==> src/rtl/acc_job_scheduler_if.sv <==
// Job request handshake plus accelerator start/done/idle and output-stream snoop.
interface acc_job_scheduler_if;
  logic       job_valid;
  logic [1:0] job_type;
  logic       job_ready;
  logic [2:0] ap_start;
  logic       ap_idle;
  logic [2:0] ap_done;
  logic       sm_tvalid;
  logic       sm_tready;
  logic       sm_tlast;

  modport master (
    output job_valid, job_type, ap_idle, ap_done, sm_tvalid, sm_tready, sm_tlast,
    input  job_ready, ap_start
  );

  modport slave (
    input  job_valid, job_type, ap_idle, ap_done, sm_tvalid, sm_tready, sm_tlast,
    output job_ready, ap_start
  );
endinterface

==> src/rtl/acc_job_scheduler.sv <==
// Queues kernel jobs and runs them one at a time on the accelerator, checking
// done/beat consistency and guarding each job with a watchdog.
module acc_job_scheduler #(
  parameter int QDEPTH  = 4,
  parameter int TIMEOUT = 4096
) (
  input  logic                    clk,
  input  logic                    rst,
  acc_job_scheduler_if.slave      bus,
  input  logic                    err_clr,
  output logic                    busy,
  output logic [1:0]              cur_job,
  output logic [$clog2(QDEPTH):0] q_count,
  output logic [7:0]              jobs_done,
  output logic [2:0]              err
);
  localparam int PW  = $clog2(QDEPTH);
  localparam int CW  = PW + 1;
  localparam int WDW = ($clog2(TIMEOUT + 1) > 12) ? $clog2(TIMEOUT + 1) : 12;
  localparam logic [WDW-1:0] WD_LAST = WDW'(TIMEOUT - 1);

  typedef enum logic [2:0] {IDLE, ISSUE, RUN, DRAIN, WAITIDLE, HALT} state_t;
  state_t state_reg, state_next;

  logic [1:0]     mem [QDEPTH];
  logic [PW-1:0]  wr_ptr_reg, rd_ptr_reg;
  logic [CW-1:0]  count_reg;
  logic [1:0]     cur_job_reg;
  logic [2:0]     ap_start_reg;
  logic [6:0]     beat_reg, beat_inc;
  logic [WDW-1:0] wd_reg;
  logic           job_err_reg;
  logic [7:0]     jobs_done_reg;
  logic [2:0]     err_reg, err_set;
  logic           accept, push, pop, beat, wd_hit;
  logic           timeout, done_bad, last_ok, last_bad;

  function automatic logic [2:0] onehot(input logic [1:0] t);
    case (t)
      2'd0:    return 3'b001;
      2'd1:    return 3'b010;
      2'd2:    return 3'b100;
      default: return 3'b000;
    endcase
  endfunction

  function automatic logic [6:0] beats_expected(input logic [1:0] t);
    case (t)
      2'd0:    return 7'd64;
      2'd1:    return 7'd16;
      2'd2:    return 7'd10;
      default: return 7'd0;
    endcase
  endfunction

  assign bus.job_ready = (count_reg != CW'(QDEPTH));
  assign accept   = bus.job_valid & bus.job_ready;
  // Illegal type 3 still completes the handshake but never enters the queue.
  assign push     = accept & (bus.job_type != 2'd3);
  assign beat     = bus.sm_tvalid & bus.sm_tready;
  assign beat_inc = (beat_reg == 7'd127) ? beat_reg : beat_reg + 7'd1;
  assign wd_hit   = (wd_reg == WD_LAST);

  always_ff @(posedge clk) begin
    if (rst) state_reg <= IDLE;
    else     state_reg <= state_next;
  end

  always_comb begin
    state_next = state_reg;
    pop        = 1'b0;
    timeout    = 1'b0;
    done_bad   = 1'b0;
    last_ok    = 1'b0;
    last_bad   = 1'b0;
    case (state_reg)
      IDLE: begin
        if (count_reg != '0 && bus.ap_idle) begin
          pop        = 1'b1;
          state_next = ISSUE;
        end
      end
      ISSUE: state_next = RUN;
      RUN: begin
        if (wd_hit) begin
          timeout    = 1'b1;
          state_next = HALT;
        end else if (bus.ap_done != 3'b000) begin
          done_bad   = (bus.ap_done != onehot(cur_job_reg));
          state_next = DRAIN;
        end
      end
      DRAIN: begin
        if (wd_hit) begin
          timeout    = 1'b1;
          state_next = HALT;
        end else if (beat && bus.sm_tlast) begin
          last_ok    = (beat_inc == beats_expected(cur_job_reg));
          last_bad   = ~last_ok;
          state_next = WAITIDLE;
        end
      end
      WAITIDLE: if (bus.ap_idle) state_next = IDLE;
      HALT:     if (err_clr) state_next = IDLE;
      default:  state_next = IDLE;
    endcase
  end

  assign err_set = {timeout, done_bad | last_bad, accept & (bus.job_type == 2'd3)};

  always_ff @(posedge clk) begin
    if (push) mem[wr_ptr_reg] <= bus.job_type;
  end

  always_ff @(posedge clk) begin
    if (rst) begin
      wr_ptr_reg    <= '0;
      rd_ptr_reg    <= '0;
      count_reg     <= '0;
      cur_job_reg   <= 2'd0;
      ap_start_reg  <= 3'b000;
      beat_reg      <= 7'd0;
      wd_reg        <= '0;
      job_err_reg   <= 1'b0;
      jobs_done_reg <= 8'd0;
      err_reg       <= 3'b000;
    end else begin
      if (push) wr_ptr_reg <= wr_ptr_reg + 1'b1;
      if (pop) begin
        rd_ptr_reg  <= rd_ptr_reg + 1'b1;
        cur_job_reg <= mem[rd_ptr_reg];
      end
      if (push && !pop)      count_reg <= count_reg + 1'b1;
      else if (pop && !push) count_reg <= count_reg - 1'b1;
      // The start pulse is launched with the pop so it is high exactly during ISSUE.
      ap_start_reg <= pop ? onehot(mem[rd_ptr_reg]) : 3'b000;
      if (state_reg == ISSUE) begin
        beat_reg    <= 7'd0;
        wd_reg      <= '0;
        job_err_reg <= 1'b0;
      end else begin
        if (state_reg == DRAIN && beat) beat_reg <= beat_inc;
        if (state_reg == RUN || state_reg == DRAIN) wd_reg <= wd_reg + 1'b1;
        if (done_bad) job_err_reg <= 1'b1;
      end
      if (last_ok && !job_err_reg) jobs_done_reg <= jobs_done_reg + 8'd1;
      // A fresh error event outranks a simultaneous clear.
      err_reg <= err_set | (err_reg & {3{~err_clr}});
    end
  end

  assign bus.ap_start = ap_start_reg;
  assign busy         = (state_reg != IDLE);
  assign cur_job      = cur_job_reg;
  assign q_count      = count_reg;
  assign jobs_done    = jobs_done_reg;
  assign err          = err_reg;
endmodule

==> src/flat_wrapper.sv <==
// flat-port wrapper written by rule: the top's interface ports become plain ports
module acc_job_scheduler_flat 
#(
  parameter int QDEPTH  = 4,
  parameter int TIMEOUT = 4096
)
  (clk, rst, err_clr, busy, cur_job, q_count, jobs_done, err, bus_job_valid, bus_job_type, bus_ap_idle, bus_ap_done, bus_sm_tvalid, bus_sm_tready, bus_sm_tlast, bus_job_ready, bus_ap_start);
  acc_job_scheduler_if bus_i ();
  input  logic clk;
  input  logic rst;
  input  logic err_clr;
  output logic busy;
  output logic [1:0] cur_job;
  output logic [$clog2(QDEPTH):0] q_count;
  output logic [7:0] jobs_done;
  output logic [2:0] err;
  input wire logic [$bits(bus_i.job_valid)-1:0] bus_job_valid;
  input wire logic [$bits(bus_i.job_type)-1:0] bus_job_type;
  input wire logic [$bits(bus_i.ap_idle)-1:0] bus_ap_idle;
  input wire logic [$bits(bus_i.ap_done)-1:0] bus_ap_done;
  input wire logic [$bits(bus_i.sm_tvalid)-1:0] bus_sm_tvalid;
  input wire logic [$bits(bus_i.sm_tready)-1:0] bus_sm_tready;
  input wire logic [$bits(bus_i.sm_tlast)-1:0] bus_sm_tlast;
  output wire logic [$bits(bus_i.job_ready)-1:0] bus_job_ready;
  output wire logic [$bits(bus_i.ap_start)-1:0] bus_ap_start;
  assign bus_i.job_valid = bus_job_valid;
  assign bus_i.job_type = bus_job_type;
  assign bus_i.ap_idle = bus_ap_idle;
  assign bus_i.ap_done = bus_ap_done;
  assign bus_i.sm_tvalid = bus_sm_tvalid;
  assign bus_i.sm_tready = bus_sm_tready;
  assign bus_i.sm_tlast = bus_sm_tlast;
  assign bus_job_ready = bus_i.job_ready;
  assign bus_ap_start = bus_i.ap_start;
  acc_job_scheduler #(.QDEPTH(QDEPTH), .TIMEOUT(TIMEOUT)) u_core (.clk(clk), .rst(rst), .bus(bus_i), .err_clr(err_clr), .busy(busy), .cur_job(cur_job), .q_count(q_count), .jobs_done(jobs_done), .err(err));
endmodule
==> config.mk <==
export PLATFORM = sky130hd
export DESIGN_NAME = acc_job_scheduler_flat
export DESIGN_NICKNAME = d
export VERILOG_FILES = /design/src/rtl/acc_job_scheduler_if.sv /design/src/rtl/acc_job_scheduler.sv /design/src/flat_wrapper.sv
export SDC_FILE = /design/constraint.sdc
export NUM_CORES = 1
export LEC_CHECK = 0
export CAP_MARGIN = 30
export CORE_MARGIN = 2
export CORE_UTILIZATION = 25
export CTS_CLUSTER_SIZE = 25
export DETAILED_ROUTE_END_ITERATION = 10
export PLACE_DENSITY = 0.43
export SLEW_MARGIN = 25
export SYNTH_ARGS = -nofsm -noshare
export SYNTH_HDL_FRONTEND = slang
export SYNTH_SLANG_ARGS = --single-unit
==> constraint.sdc <==
create_clock -name clk -period 7 [get_ports clk]
set_input_delay 2.1 -clock clk [delete_from_list [all_inputs] [get_ports clk]]
set_output_delay 2.1 -clock clk [all_outputs]
set_load 0.02 [all_outputs]
==> metrics.md, run 1 <==
| Metric | Value |
|---|---|
| Outcome | `complete, no violations` |
| Startpoint Class | `input port` |
| Commonest non-fill, non-tap cell in the layout | `dfxtp_1` |
| Ys flop type | `dfxtp_1` |
| Worst hold slack | `464.0 ps` |
| Flop pwr share | `between 30 and 40%` |
| Cell mode on critical path | `a21oi_1` |
| Largest net degree at the start of global routing | `35` |
| GRT Total Usage | `a little under an eighth` |
| Family with the most delay on the worst path | `adder cells` |
| Worst Path Required | `slightly above 7000 ps` |
| Final min period | `4122 ps` |
| Die Width | `about 110 µm` |
| Clock buffer depth | `2` |
| Row count | `38` |
| Setup CP Type | `in -> reg` |
| Fraction of registers with async set/reset | `0%` |
| Post-cts hold buffer count | `0` |
| Initial core utilization | `~26%` |
| Die Span Y | `between 100 and 150 µm` |
| Root buffer cell | `clkbuf_16` |
| Clock sink count | `57` |
| Fmax | `242.6 MHz` |
| Yosys warns | `0` |
| Slowest stage cell, crit path | `clkdlybuf4s50_1` |
| Total grt overflow | `0` |
| Number of I/O pins | `34` |
| H-tree depth | `3` |
| Syn Nets | `331` |
| Final wirelength | `roughly 6300 µm` |
| Final Max Tran Viols | `0` |
| First-pass GRT wire length | `10,500 µm` |
| PnR worst setup slack | `around 2900 ps` |
| Place WS | `between 2000 and 3000 ps` |
| Synth Cell Area | `approximately 2800 µm²` |
| P per Cell Area | `around 330 nW/µm²` |
| Post-DP HPWL | `about 4400 µm` |
| PortBufs | `33` |
| Clock skew | `~5.6 ps` |
| First drt pass iteration count | `4` |
| Final #Nets | `~360` |
| Die area | `12,160 µm²` |
| CTS tree | `built` |
| 1st-iter DRT viols | `73` |
| Critical path's largest stage delay | `approximately 500 ps` |
| Average via count per standard cell | `4.599` |
| Rel. slew slack | `between 50% and 60%` |
| Seq cells post-synth | `57` |
| Worst-path fanout max | `7` |
| Count of final hold-check violations | `0` |
| CTS clk-pin slew, worst paths | `50 ps` |
| Type of destination of the critical path | `flop` |
| Placed Instances | `around 470` |
| Most frequent cells in the layout | `dfxtp_1, nor2_1, clkdlybuf4s50_1` |
| Global Route met3 Usage | `under 10%` |
| Setup TNS | `0 ps` |
| Vias in the first global route | `2,150` |
| Total number of vias | `2,226` |
| Post-CTS Setup Inserts | `0` |
| CP Cell Sequence | `clkdlybuf4s50_1, a21oi_1, ha_1, inv_1, fa_1, xor2_1, or3_1, a21oi_1` |
| Initial antenna violation count | `0` |
| Proportion of layout cells with a drive suffix above 1 | `under 10%` |
| EDFF count, synth | `8` |
| Mapped Cells | `309` |
| Avg Synthesized Cell Area | `between 9 and 10 µm²` |
| Critical path arrival | `around 4400 ps` |
| Wire length per cell | `13.02 µm` |
| Slew @ Worst Pin | `just over 700 ps` |
| GPL Wtd Cong | `roughly 0.75` |
| N_diodes | `0` |
| DR DRC count | `0` |
| GR Util met1 | `15.19%` |
| Gate power share | `21.7%` |
| Area Growth Syn to Fin | `28.06%` |
| Total Power | `about 1.2 mW` |
| Int Power | `between 0.8 and 0.9 mW` |
| Clock Latency Late Sink | `approximately 320 ps` |
| Clk network pwr share | `between 40 and 50%` |
| Crit share post-route | `between 50% and 60%` |
| Psw | `about 0.33 mW` |
| Sequential area share after synthesis | `43.26%` |
| Count of cell types in the netlist | `51` |
| Pleak | `1.262 nW` |
| Core area | `about 11,000 µm²` |
| Post-CTS sizing | `0` |
| WP buf/inv | `2` |
| ANT nets after route | `0` |
| RSZ-0062 raised after global routing | `no` |
| Max-cap viol count | `0` |
| Hold Crit Class | `reg -> reg` |
| Num CTS Buffers | `9` |
| Max reg flops | `13` |
| Worst IR Drop VDD | `around 110 µV` |
| GR peak layer | `met2` |
| # setup viols final | `0` |
| Final Non-Filler Cells | `just under 500` |
| Met2 Use GR | `approximately 17%` |
| Sw frac | `about 28%` |
## per-stage QoR
| stage | cell area [µm²] | util [%] |
|---|---|---|
| CTS | 3615 | 33.05 |
| floorplan | 2823 | - |
| detailed placement | 3257 | 29.78 |
| global placement | 3257 | 29.78 |
| finish | 3615 | 33.05 |
| global route | 3615 | 33.05 |
## synth_stat cells (2+ instances only)
library cell	n	area (µm²)
a21o_1	3	22.52
dfxtp_1	49	980.9
o22ai_1	2	12.51
buf_4	3	22.52
mux4_2	2	45.04
a31oi_1	4	25.02
nor3_1	11	55.05
inv_1	10	37.54
o21ai_0	7	35.03
mux2_2	4	45.04
a21oi_1	16	80.08
nand2_1	20	75.07
edfxtp_1	8	240.2
xor2_1	8	70.07
and2_1	6	37.54
o31ai_1	2	15.01
or3_1	5	31.28
nor4_1	2	12.51
mux2i_1	7	70.07
clkbuf_1	8	30.03
nand4_1	13	81.33
nor2_1	45	168.9
or4_1	3	22.52
nor2b_1	9	56.30
and3_2	2	15.01
buf_2	3	15.01
xnor2_1	10	87.58
nor4b_1	3	26.28
nand2b_1	5	31.28
and4_1	3	26.28
nand3_1	9	45.04
ha_1	8	100.1
## power groups by stage
stage               clock network (mW)  logic [mW]  registers (mW)
finish                           0.527       0.261           0.414
global route                     0.557       0.291           0.424
CTS                              0.543       0.265           0.417
detailed placement                   0       0.261           0.424
global placement                     0       0.259           0.423
floorplan                            0       0.189           0.410
## kinds of logic after synthesis
family	count (synthesis)	synth area share [%]
and+or+nand+nor	141	26.15
DFF	57	43.26
AOI/OAI and AO/OA	44	10.02
buffers and inverters	25	4.122
xor gates and xnor gates	18	5.585
muxes	15	6.604
adders and majority gates	9	4.255
## layer usage
layer	up-vias	routed length, µm
met5	-	0
met4	0	106
met3	11	259
met2	36	2709
met1	1024	3227
li1	1155	-
## final cells by class
class | count | area, µm²
clock buffer | 9 | 225.2
timing repair buffer | 34 | 337.8
fill | 1159 | 7321
clock inverter | 7 | 132.6
inverter | 10 | 37.54
multi-input combinational | 227 | 1485
tap | 140 | 175.2
sequential | 57 | 1221
## tightest hold or removal path, cell delays in order (launching register included)
cell and delay [ps]:
dfxtp_1 320, nor2_1 50, nor2_1 70
## final timing paths
kind	startpoint	endpoint	slack, ps	cells past startpoint
max	bus_job_type[0]	u_core.q_count[2]$_SDFFE_PP0P_	2880	8
min	u_core.job_err_reg$_SDFFE_PP0P_	u_core.job_err_reg$_SDFFE_PP0P_	460	2
max reg2reg	u_core.state_reg[1]$_SDFFE_PP0P_	u_core.jobs_done[7]$_SDFFE_PP0P_	4410	5
min reg2reg	u_core.job_err_reg$_SDFFE_PP0P_	u_core.job_err_reg$_SDFFE_PP0P_	460	2
(Power assumes the default switching activity.)
==> inputs of run 2 (changes only) <==
--- a/config.mk
+++ b/config.mk
@@ -10,7 +10,7 @@
 export CORE_UTILIZATION = 25
 export CTS_CLUSTER_SIZE = 25
 export DETAILED_ROUTE_END_ITERATION = 10
-export PLACE_DENSITY = 0.43
+export PLACE_DENSITY = 0.45
 export SLEW_MARGIN = 25
 export SYNTH_ARGS = -nofsm -noshare
 export SYNTH_HDL_FRONTEND = slang
==> constraint.sdc (replaced) <==
create_clock -name clk -period 3.6 [get_ports clk]
set_input_delay 1.08 -clock clk [delete_from_list [all_inputs] [get_ports clk]]
set_output_delay 1.08 -clock clk [all_outputs]
set_load 0.02 [all_outputs]
==> metrics.md, run 2 (same netlist as run 1, synthesis figures left out) <==
| Metric | Value |
|---|---|
| Most frequent cells in the layout | `dfxtp_1, nor2_1, clkdlybuf4s50_1` |
| Wire length per cell | `approximately 13 µm` |
| Worst IR Drop VDD | `about 230 µV` |
| Num CTS Buffers | `9` |
| Worst Path Required | `about 2500 ps` |
| Total grt overflow | `0` |
| # setup viols final | `0` |
| Multi-input logic area | `1485 µm²` |
| N_diodes | `0` |
| First drt pass iteration count | `4` |
| Filler cells | `between 1,000 and 1,500` |
| Initial antenna violation count | `0` |
| Initial core utilization | `around a quarter` |
| Post-CTS Setup Inserts | `0` |
| RR Startpoint | `u_core.beat_reg[0]$_SDFFE_PP0P_` |
| DR DRC count | `0` |
| GRT Total Usage | `roughly an eighth` |
| Hold path depth | `2` |
| Min-delay src | `u_core.job_err_reg$_SDFFE_PP0P_` |
| Die Span Y | `roughly 110 µm` |
| Setup TNS | `0 ps` |
| Fin util | `between 30 and 40%` |
| Final #Nets | `between 300 and 400` |
| CTS tree | `built` |
| Total Power | `2.184 mW` |
| Reg-to-reg endpoint | `u_core.jobs_done[7]$_SDFFE_PP0P_` |
| ANT nets after route | `0` |
| Core area | `10,940 µm²` |
| P per Cell Area | `609.3 nW/µm²` |
| Clock Latency Late Sink | `around 330 ps` |
| FF/Latch Area | `around 1200 µm²` |
| Worst R2R Path Depth | `7` |
| Vias in the first global route | `between 2,000 and 2,500` |
| Row count | `38` |
| Clock buffer depth | `2` |
| Outcome | `complete, no violations` |
| Number of I/O pins | `34` |
| First-pass GRT wire length | `between 10,000 and 15,000 µm` |
| Commonest non-fill, non-tap cell in the layout | `dfxtp_1` |
| Root buffer cell | `clkbuf_16` |
| 1st-iter DRT viols | `87` |
| Type of destination of the critical path | `output pin` |
| Average via count per standard cell | `between 4 and 5` |
| Final Non-Filler Cells | `between 400 and 500` |
| Slowest stage cell, crit path | `clkdlybuf4s50_1` |
| Rel. slew slack | `about 65%` |
| Worst Hold End | `u_core.job_err_reg$_SDFFE_PP0P_` |
| Placed Instances | `472` |
| Count of final hold-check violations | `0` |
| Post-DP HPWL | `4530 µm` |
| Max reg flops | `13` |
| Post-cts hold buffer count | `0` |
| CP Cell Sequence | `buf_4, or3_1, clkdlybuf4s50_1` |
| CTS clk-pin slew, worst paths | `roughly 50 ps` |
| Final min period | `approximately 2900 ps` |
| Final wirelength | `6345 µm` |
| Area Growth Syn to Fin | `26.99%` |
| Max-cap viol count | `0` |
| Die area | `12,160 µm²` |
| Place WS | `424.1 ps` |
| Crit share post-route | `about four fifths` |
| H-tree depth | `3` |
| Final Max Tran Viols | `0` |
| Worst-path fanout max | `13` |
| Critical path's largest stage delay | `around 560 ps` |
| Largest net degree at the start of global routing | `34` |
| Critical path arrival | `1790 ps` |
| Total number of vias | `~2,300` |
| Proportion of layout cells with a drive suffix above 1 | `9.483%` |
| Hold Crit Class | `reg -> reg` |
| Clock skew | `around 5.2 ps` |
| Post-CTS sizing | `0` |
| PnR worst setup slack | `~730 ps` |
| GPL Wtd Cong | `between 0.7 and 0.8` |
| Setup CP Type | `reg -> out` |
| Worst reg-to-reg setup slack | `~1100 ps` |
| Clock sink count | `57` |
| Die Width | `roughly 110 µm` |
| Startpoint Class | `flop` |
| Slew @ Worst Pin | `519.5 ps` |
| RSZ-0062 raised after global routing | `no` |
| Fmax | `about 350 MHz` |
| PortBufs | `33` |
| Pleak | `roughly 1.2 nW` |
## run 2: cell count changes in the layout (fill, tap and decap cells not counted), sizes merged
cell and delta:
buf +4, bufinv -3, clkbuf +2, clkinvlp +2, clkinv -1
## run 2: worst max path at each step
stage	start	to	slack, ps	depth (start not counted)
after floorplan	bus_job_valid	u_core.q_count[2]$_SDFFE_PP0P_	850	8
after global placement	bus_sm_tvalid	u_core.jobs_done[7]$_SDFFE_PP0P_	470	5
after detailed placement	bus_sm_tready	u_core.jobs_done[7]$_SDFFE_PP0P_	420	5
after CTS	u_core.state_reg[0]$_SDFFE_PP0P_	busy	720	3
after global routing	bus_sm_tready	u_core.jobs_done[7]$_SDFFE_PP0P_	630	5
final	u_core.state_reg[0]$_SDFFE_PP0P_	busy	730	3
## run 2: routing by layer
| metal | global-route usage [%] | vias to the layer above | routed length, µm |
|---|---|---|---|
| li1 | - | 1168 | - |
| met1 | 15.83 | 1064 | 3187 |
| met2 | 16.56 | 54 | 2647 |
| met3 | 4.350 | 9 | 398 |
| met4 | 5.357 | 0 | 111 |
| met5 | 0 | - | 0 |
## run 2: final cells by class
type / instances / area share, %
Tap cell: 140 / 4.887
Inverter: 10 / 1.047
Clock inverter: 5 / 1.536
Sequential cell: 57 / 34.07
Timing Repair Buffer: 38 / 10.26
Clock buffer: 11 / 6.771
Multi-Input combinational cell: 227 / 41.43
## run 2: where the power goes
| part | internal [mW] | switching (mW) |
|---|---|---|
| logic | 0.256 | 0.293 |
| clock network | 0.551 | 0.296 |
| registers | 0.714 | 0.0738 |
## run 2: metrics by stage
step | cell area [µm²] | hold WS (ps)
finish | 3585 | 464.9
detailed placement | 3287 | 460.6
CTS | 3585 | 472.2
global route | 3585 | 495.7
floorplan | 2823 | 433.5
global placement | 3287 | 447.9
## run 2: worst max-delay path: cells and delay by family, from the launching register on
| kind | cells | cell delay [ps] |
|---|---|---|
| buffers and inverters | 2 | 740 |
| and+or+nand+nor | 1 | 430 |
| DFF | 1 | 290 |
